[config.mk]
export PLATFORM = sky130hd
export DESIGN_NAME = rv_decode_unit_flat
export DESIGN_NICKNAME = d
export VERILOG_FILES = /design/src/rtl/rv_decode_unit_pkg.sv /design/src/rtl/rv_decode_unit_if.sv /design/src/rtl/rv_decode_unit_regfile.sv /design/src/rtl/rv_decode_unit.sv /design/src/flat_wrapper.sv
export SDC_FILE = /design/constraint.sdc
export NUM_CORES = 2
export LEC_CHECK = 0
export BUFFER_PORTS_ARGS = -buffer_cell sky130_fd_sc_hd__buf_2
export CAP_MARGIN = 15
export CORE_MARGIN = 2
export CORE_UTILIZATION = 68
export CTS_CLUSTER_SIZE = 8
export DETAILED_ROUTE_END_ITERATION = 6
export HOLD_SLACK_MARGIN = 0.15
export PLACE_DENSITY = 0.89
export SLEW_MARGIN = 10
export SYNTH_ARGS = -nofsm -noshare
export SYNTH_HDL_FRONTEND = slang
export SYNTH_SLANG_ARGS = --single-unit
[constraint.sdc]
create_clock -name clk -period 5.6 [get_ports clk]
set_clock_uncertainty 0.15 [all_clocks]
set_input_delay 0.56 -clock clk [delete_from_list [all_inputs] [get_ports clk]]
set_output_delay 0.56 -clock clk [all_outputs]
set_load 0.005 [all_outputs]
[src/rtl/rv_decode_unit_pkg.sv]
// Shared types and encodings for the RV32I-subset decode stage.
package rv_decode_unit_pkg;

    localparam int WORD_SIZE = 32;

    localparam logic [6:0] OP_LOAD   = 7'b0000011;
    localparam logic [6:0] OP_STORE  = 7'b0100011;
    localparam logic [6:0] OP_RTYPE  = 7'b0110011;
    localparam logic [6:0] OP_BRANCH = 7'b1100011;
    localparam logic [6:0] OP_ITYPE  = 7'b0010011;
    localparam logic [6:0] OP_JAL    = 7'b1101111;

    typedef enum logic [2:0] {
        ALU_ADD = 3'b000,
        ALU_SUB = 3'b001,
        ALU_AND = 3'b010,
        ALU_OR  = 3'b011,
        ALU_SLT = 3'b101
    } aluControl_t;

    typedef enum logic [1:0] {
        IMM_I = 2'b00,
        IMM_S = 2'b01,
        IMM_B = 2'b10,
        IMM_J = 2'b11
    } immSrc_t;

    typedef enum logic [1:0] {
        RES_ALU = 2'b00,
        RES_MEM = 2'b01,
        RES_PC4 = 2'b10
    } resultSrc_t;

    typedef enum logic [1:0] {
        ALUOP_ADD   = 2'b00,
        ALUOP_SUB   = 2'b01,
        ALUOP_FUNCT = 2'b10
    } aluOp_t;

    typedef struct packed {
        logic       regWrite;
        immSrc_t    immSrc;
        logic       aluSrc;
        logic       memWrite;
        resultSrc_t resultSrc;
        logic       branch;
        aluOp_t     aluOp;
        logic       jump;
    } ctrlWord_t;

endpackage

[src/rtl/rv_decode_unit_if.sv]
// Decode-stage bus: instruction and write-back port in, operands and control word out.
interface rv_decode_unit_if;
    import rv_decode_unit_pkg::*;

    logic [31:0]          Instr;
    logic                 WE3;
    logic [4:0]           A3;
    logic [WORD_SIZE-1:0] WD3;
    logic [WORD_SIZE-1:0] RD1;
    logic [WORD_SIZE-1:0] RD2;
    logic [4:0]           Rs1;
    logic [4:0]           Rs2;
    logic [4:0]           Rd;
    logic [WORD_SIZE-1:0] ImmExt;
    logic                 RegWrite;
    logic                 MemWrite;
    logic                 Jump;
    logic                 Branch;
    logic                 ALUSrc;
    logic                 ByteAddress;
    logic [1:0]           ResultSrc;
    logic [2:0]           ALUControl;
    logic [1:0]           ImmSrc;

    modport master (
        output Instr, WE3, A3, WD3,
        input  RD1, RD2, Rs1, Rs2, Rd, ImmExt, RegWrite, MemWrite, Jump,
               Branch, ALUSrc, ByteAddress, ResultSrc, ALUControl, ImmSrc
    );

    modport slave (
        input  Instr, WE3, A3, WD3,
        output RD1, RD2, Rs1, Rs2, Rd, ImmExt, RegWrite, MemWrite, Jump,
               Branch, ALUSrc, ByteAddress, ResultSrc, ALUControl, ImmSrc
    );
endinterface

[src/rtl/rv_decode_unit_regfile.sv]
// 32x32 register file, x0 hardwired to zero; RF_BYPASS_EN enables write-through
// of the write-back port onto matching read ports.
module rv_regfile
    import rv_decode_unit_pkg::*;
(
    input  logic                 clk,
    input  logic                 rst,
    input  logic                 we3,
    input  logic [4:0]           a1,
    input  logic [4:0]           a2,
    input  logic [4:0]           a3,
    input  logic [WORD_SIZE-1:0] wd3,
    output logic [WORD_SIZE-1:0] rd1,
    output logic [WORD_SIZE-1:0] rd2
);
    logic [WORD_SIZE-1:0] regs [32];
    logic [WORD_SIZE-1:0] stored1;
    logic [WORD_SIZE-1:0] stored2;

    // Storage update; reset wins over a simultaneous write.
    always_ff @(posedge clk) begin
        if (rst) begin
            for (int i = 0; i < 32; i++) begin
                regs[i] <= {WORD_SIZE{1'b0}};
            end
        end else if (we3 && (a3 != 5'd0)) begin
            regs[a3] <= wd3;
        end
    end

    assign stored1 = (a1 == 5'd0) ? {WORD_SIZE{1'b0}} : regs[a1];
    assign stored2 = (a2 == 5'd0) ? {WORD_SIZE{1'b0}} : regs[a2];

`ifdef RF_BYPASS_EN
    logic wbLive;
    assign wbLive = !rst && we3 && (a3 != 5'd0);
    assign rd1 = (wbLive && (a3 == a1)) ? wd3 : stored1;
    assign rd2 = (wbLive && (a3 == a2)) ? wd3 : stored2;
`else
    assign rd1 = stored1;
    assign rd2 = stored2;
`endif

endmodule

[src/rtl/rv_decode_unit.sv]
// Decode stage: main/ALU control decode, immediate extension and register file.
// Optional macro RF_BYPASS_EN turns on register-file write-through.
module rv_decode_unit
    import rv_decode_unit_pkg::*;
(
    input  logic              clk,
    input  logic              rst,
    rv_decode_unit_if.slave   bus
);
    logic [6:0]     op;
    logic [2:0]     funct3;
    logic           f7b5;
    ctrlWord_t      ctrl;
    aluControl_t    aluCtl;
    logic [WORD_SIZE-1:0] imm;

    assign op     = bus.Instr[6:0];
    assign funct3 = bus.Instr[14:12];
    assign f7b5   = bus.Instr[30];

    // Main decoder: unknown opcodes become a bubble.
    always_comb begin
        ctrl = '0;
        case (op)
            OP_LOAD:   ctrl = '{regWrite: 1'b1, immSrc: IMM_I, aluSrc: 1'b1, memWrite: 1'b0,
                                resultSrc: RES_MEM, branch: 1'b0, aluOp: ALUOP_ADD, jump: 1'b0};
            OP_STORE:  ctrl = '{regWrite: 1'b0, immSrc: IMM_S, aluSrc: 1'b1, memWrite: 1'b1,
                                resultSrc: RES_ALU, branch: 1'b0, aluOp: ALUOP_ADD, jump: 1'b0};
            OP_RTYPE:  ctrl = '{regWrite: 1'b1, immSrc: IMM_I, aluSrc: 1'b0, memWrite: 1'b0,
                                resultSrc: RES_ALU, branch: 1'b0, aluOp: ALUOP_FUNCT, jump: 1'b0};
            OP_BRANCH: ctrl = '{regWrite: 1'b0, immSrc: IMM_B, aluSrc: 1'b0, memWrite: 1'b0,
                                resultSrc: RES_ALU, branch: 1'b1, aluOp: ALUOP_SUB, jump: 1'b0};
            OP_ITYPE:  ctrl = '{regWrite: 1'b1, immSrc: IMM_I, aluSrc: 1'b1, memWrite: 1'b0,
                                resultSrc: RES_ALU, branch: 1'b0, aluOp: ALUOP_FUNCT, jump: 1'b0};
            OP_JAL:    ctrl = '{regWrite: 1'b1, immSrc: IMM_J, aluSrc: 1'b0, memWrite: 1'b0,
                                resultSrc: RES_PC4, branch: 1'b0, aluOp: ALUOP_ADD, jump: 1'b1};
            default:   ctrl = '0;
        endcase
    end

    // ALU decoder; only register-register ops with f7b5 set turn f3=000 into sub.
    always_comb begin
        aluCtl = ALU_ADD;
        case (ctrl.aluOp)
            ALUOP_ADD: aluCtl = ALU_ADD;
            ALUOP_SUB: aluCtl = ALU_SUB;
            ALUOP_FUNCT: begin
                case (funct3)
                    3'b000: begin
                        if (op[5] && f7b5) begin
                            aluCtl = ALU_SUB;
                        end else begin
                            aluCtl = ALU_ADD;
                        end
                    end
                    3'b010:  aluCtl = ALU_SLT;
                    3'b110:  aluCtl = ALU_OR;
                    3'b111:  aluCtl = ALU_AND;
                    default: aluCtl = ALU_ADD;
                endcase
            end
            default: aluCtl = ALU_ADD;
        endcase
    end

    // Immediate extender.
    always_comb begin
        imm = {WORD_SIZE{1'b0}};
        case (ctrl.immSrc)
            IMM_I:   imm = {{20{bus.Instr[31]}}, bus.Instr[31:20]};
            IMM_S:   imm = {{20{bus.Instr[31]}}, bus.Instr[31:25], bus.Instr[11:7]};
            IMM_B:   imm = {{20{bus.Instr[31]}}, bus.Instr[7], bus.Instr[30:25],
                            bus.Instr[11:8], 1'b0};
            IMM_J:   imm = {{12{bus.Instr[31]}}, bus.Instr[19:12], bus.Instr[20],
                            bus.Instr[30:21], 1'b0};
            default: imm = {WORD_SIZE{1'b0}};
        endcase
    end

    assign bus.Rs1         = bus.Instr[19:15];
    assign bus.Rs2         = bus.Instr[24:20];
    assign bus.Rd          = bus.Instr[11:7];
    assign bus.ImmExt      = imm;
    assign bus.RegWrite    = ctrl.regWrite;
    assign bus.MemWrite    = ctrl.memWrite;
    assign bus.Jump        = ctrl.jump;
    assign bus.Branch      = ctrl.branch;
    assign bus.ALUSrc      = ctrl.aluSrc;
    assign bus.ResultSrc   = ctrl.resultSrc;
    assign bus.ImmSrc      = ctrl.immSrc;
    assign bus.ALUControl  = aluCtl;
    assign bus.ByteAddress = ((op == OP_LOAD) || (op == OP_STORE)) && (funct3 == 3'b000);

    rv_regfile u_regfile (
        .clk (clk),
        .rst (rst),
        .we3 (bus.WE3),
        .a1  (bus.Instr[19:15]),
        .a2  (bus.Instr[24:20]),
        .a3  (bus.A3),
        .wd3 (bus.WD3),
        .rd1 (bus.RD1),
        .rd2 (bus.RD2)
    );

endmodule

[src/flat_wrapper.sv]
// flat-port wrapper written by rule: the top's interface ports become plain ports
module rv_decode_unit_flat import rv_decode_unit_pkg::*;
  (clk, rst, bus_Instr, bus_WE3, bus_A3, bus_WD3, bus_RD1, bus_RD2, bus_Rs1, bus_Rs2, bus_Rd, bus_ImmExt, bus_RegWrite, bus_MemWrite, bus_Jump, bus_Branch, bus_ALUSrc, bus_ByteAddress, bus_ResultSrc, bus_ALUControl, bus_ImmSrc);
  rv_decode_unit_if bus_i ();
  input  logic clk;
  input  logic rst;
  input wire logic [$bits(bus_i.Instr)-1:0] bus_Instr;
  input wire logic [$bits(bus_i.WE3)-1:0] bus_WE3;
  input wire logic [$bits(bus_i.A3)-1:0] bus_A3;
  input wire logic [$bits(bus_i.WD3)-1:0] bus_WD3;
  output wire logic [$bits(bus_i.RD1)-1:0] bus_RD1;
  output wire logic [$bits(bus_i.RD2)-1:0] bus_RD2;
  output wire logic [$bits(bus_i.Rs1)-1:0] bus_Rs1;
  output wire logic [$bits(bus_i.Rs2)-1:0] bus_Rs2;
  output wire logic [$bits(bus_i.Rd)-1:0] bus_Rd;
  output wire logic [$bits(bus_i.ImmExt)-1:0] bus_ImmExt;
  output wire logic [$bits(bus_i.RegWrite)-1:0] bus_RegWrite;
  output wire logic [$bits(bus_i.MemWrite)-1:0] bus_MemWrite;
  output wire logic [$bits(bus_i.Jump)-1:0] bus_Jump;
  output wire logic [$bits(bus_i.Branch)-1:0] bus_Branch;
  output wire logic [$bits(bus_i.ALUSrc)-1:0] bus_ALUSrc;
  output wire logic [$bits(bus_i.ByteAddress)-1:0] bus_ByteAddress;
  output wire logic [$bits(bus_i.ResultSrc)-1:0] bus_ResultSrc;
  output wire logic [$bits(bus_i.ALUControl)-1:0] bus_ALUControl;
  output wire logic [$bits(bus_i.ImmSrc)-1:0] bus_ImmSrc;
  assign bus_i.Instr = bus_Instr;
  assign bus_i.WE3 = bus_WE3;
  assign bus_i.A3 = bus_A3;
  assign bus_i.WD3 = bus_WD3;
  assign bus_RD1 = bus_i.RD1;
  assign bus_RD2 = bus_i.RD2;
  assign bus_Rs1 = bus_i.Rs1;
  assign bus_Rs2 = bus_i.Rs2;
  assign bus_Rd = bus_i.Rd;
  assign bus_ImmExt = bus_i.ImmExt;
  assign bus_RegWrite = bus_i.RegWrite;
  assign bus_MemWrite = bus_i.MemWrite;
  assign bus_Jump = bus_i.Jump;
  assign bus_Branch = bus_i.Branch;
  assign bus_ALUSrc = bus_i.ALUSrc;
  assign bus_ByteAddress = bus_i.ByteAddress;
  assign bus_ResultSrc = bus_i.ResultSrc;
  assign bus_ALUControl = bus_i.ALUControl;
  assign bus_ImmSrc = bus_i.ImmSrc;
  rv_decode_unit u_core (.clk(clk), .rst(rst), .bus(bus_i));
endmodule
==> flow_summary.yaml <==
timing:
  fin_crit_ns: 4.78
  rsz0062_at_grt: "false"
  finalCritPeriodShare_pct: 85.4
  max_freq_mhz: 209
  max_slew_margin_pct: -4.88
  worst_slew_pin_slew_ns: 1.57
  finalSetupTns_ns: 0
  whs_ns: 0.321
  hold_viol_final: 0
  fin_ws_ns: 0.816
  setup_viol: 0
  slew_violations: 1
power_and_ir_drop:
  p_int_w: 0.0144
  p_seq_share_pct: 47.8
  sw_frac_of_total_pct: 24.5
  p_switching_w: 0.00468
  pwr-share-clk_pct: 40.2
  power_frac_comb_pct: 12.0
  p_leak_nw: 21.4
  powerDensity_nw_per_um2: 316
  ir_drop_mv: 0.362
place:
  place_congestion: 0.896
  hpwl_mm: 98.1
  portBuffers: 185
  pre_cts_slack_ns: 1.17
clock_network:
  ctsLongestPathBuffers: 3
  clockRootBuffer: "clkbuf_16"
  cts_buffers: 145
  cts_tree: "yes"
  cts_resized: 0
  cts_num_sinks: 1024
  h-tree-depth: 4
  clk_pin_slew_worst_paths_ns: 0.05
cells_and_area:
  reg_top3: "u_core.u_regfile.regs (1024)"
  largest-register: "u_core.u_regfile.regs"
  fillers: 4378
  multi_input_area_sq_um: 22600
  largest_reg_flops: 1024
  fin_nets: 3714
  drive_above_1_share_pct: 29.8
  register_area_sq_um: 30700
  syn_to_final_growth_pct: 9.67
synth:
  syn-cell-area_sq_um: 55200
  synth.distinct_cells: 47
  yosys.area.top_type: "edfxtp_1"
  synth_edf_count: 1024
  yosysMostFrequentCell: "edfxtp_1"
  synth_area_leaders: "edfxtp_1 56%, mux4_2 19%, and2_1 11%"
  synthTopCellsByCount: "1,024 x edfxtp_1, 995 x and2_1, 473 x mux4_2"
  synth_area_per_cell_sq_um: 15.4
  syn_inst: 3577
  ys_seq_area_share_pct: 55.7
  synth_flop_cell: "edfxtp_1"
  synth-async-reset-ratio_pct: 0
  yosys_warnings: 0
  ys_ff_latch: 1024
  synth_top_area_share_pct: 55.7
die:
  num_io_pins: 196
  die_h_microns: 289
  die_x_microns: 289
  start_util_pct: 68.7
  core_sq_um: 80400
  std_cell_rows: 104
  dieArea_sq_um: 83500
global_routing:
  antenna_found_initial: 23
  grt_first_pass_wirelength_mm: 254
  grt_max_degree: 80
  grt_pass1_vias: 37800
  grt_usage_pct: 43.4
  overflow: 0
drt:
  drtAntennaViolNets: 0
  wl_per_cell_microns: 37.9
  post-route-drc-count: 0
  dr_total_vias: 37600
  viasPerCell: 7.96
  wl_mm: 179
  first_iter_violations: 7188
  first_pass_iters: 7
run_status:
  violations: "slew limit"
  outcome: "finished with violations"
setup_path:
  cp-end-kind: "output pin"
  required_ns: 4.89
  crit_fanout: 75
  worst_setup_path_start_kind: "input pin"
  critical_path_class: "in -> out"
  crit_arrival_ns: 4.07
worst_hold_path:
  hold_class: "in -> reg"
  holdPathEnd: "u_core.u_regfile.regs[19][16]"
  min-delay-start: "bus_WD3[16]"
  holdPathStages: 2
flow_run:
  maxCapViolCount: 0
cell type report:
class                   instances  area share [%]
diodes                         16          0.0661
clock buffers                 148            6.12
clock inverters                 6          0.0992
inverters                       7          0.0475
multi-input cells            2159            37.4
flip-flops and latches       1024            50.8
well taps                    1060            2.19
repair buffers                303            3.32
worst max path at each step:
| stage | start | to | depth (start not counted) |
|---|---|---|---|
| after floorplan | bus_Instr[4] | bus_ALUControl[1] | 5 |
| after global placement | bus_Instr[22] | bus_RD2[9] | 6 |
| after detailed placement | bus_Instr[22] | bus_RD2[9] | 6 |
| after CTS | bus_Instr[22] | bus_RD2[9] | 6 |
| after global routing | bus_Instr[22] | bus_RD2[9] | 6 |
| final | bus_Instr[22] | bus_RD2[9] | 6 |
per-layer routing:
| layer | global-route usage [%] | part of all wire (%) |
|---|---|---|
| met5 | 0 | 0.065 |
| met4 | 30.6 | 8.3 |
| met3 | 16.3 | 18 |
| met2 | 63.9 | 44 |
| met1 | 53.6 | 29 |
power groups by stage:
stage / clock, W / combinational [W] / sequential (W)
after global routing: 0.00794 / 0.00232 / 0.00915
after detailed placement: 0 / 0.00216 / 0.00924
after CTS: 0.00765 / 0.00219 / 0.00911
final: 0.00769 / 0.00230 / 0.00914
after floorplan: 0 / 0.00144 / 0.00913
after global placement: 0 / 0.00212 / 0.00919
timing repair:
item | CTS | global route
endpoints found under the hold margin | 6 | 0
buffers inserted | 0 | 0
hold buffers | 1 | 0
endpoints found under the setup margin | 0 | 0
stage by stage:
step	utilization [%]	cell area [sq um]	power, W	cells
final	75.3	60500	0.0191	4723
after global routing	75.3	60500	0.0194	4710
after CTS	75.2	60500	0.0189	4706
after detailed placement	70.5	56700	0.0114	4551
after global placement	70.5	56700	0.0113	4551
after floorplan	-	55300	0.0106	3608
critical path, cell delays in order:
cell and delay (ns):
clkbuf_8 0.63, buf_4 0.77, mux2_2 0.42, a221oi_1 1.13
a221oi_1 0.22, buf_2 0.23
layout by cell type, fill, tap and decap left out, types with 29 or more instances in the layout:
master / instances
edfxtp_1: 1024
and2_1: 995
mux4_2: 473
mux2i_1: 198
buf_2: 180
clkbuf_16: 148
buf_4: 105
a221oi_1: 89
mux2_2: 77
a22oi_1: 38
nand2_1: 34
a31oi_1: 34
or2_2: 32
conb_1: 32
nor2_2: 29
cells by family (layout without fill, tap and decap cells):
| group | after synthesis | count (layout) | synth area share (%) |
|---|---|---|---|
| simple gates | 1140 | 1140 | 12.7 |
| flops | 1024 | 1024 | 55.7 |
| mux | 748 | 748 | 24.5 |
| buf+inv | 425 | 464 | 3.78 |
| compound gates | 237 | 237 | 3.36 |
| fa+ha+maj | 2 | 2 | 0.0453 |
| other cells | 1 | 48 | 0.00679 |
Power figures use the tool's default switching activity.
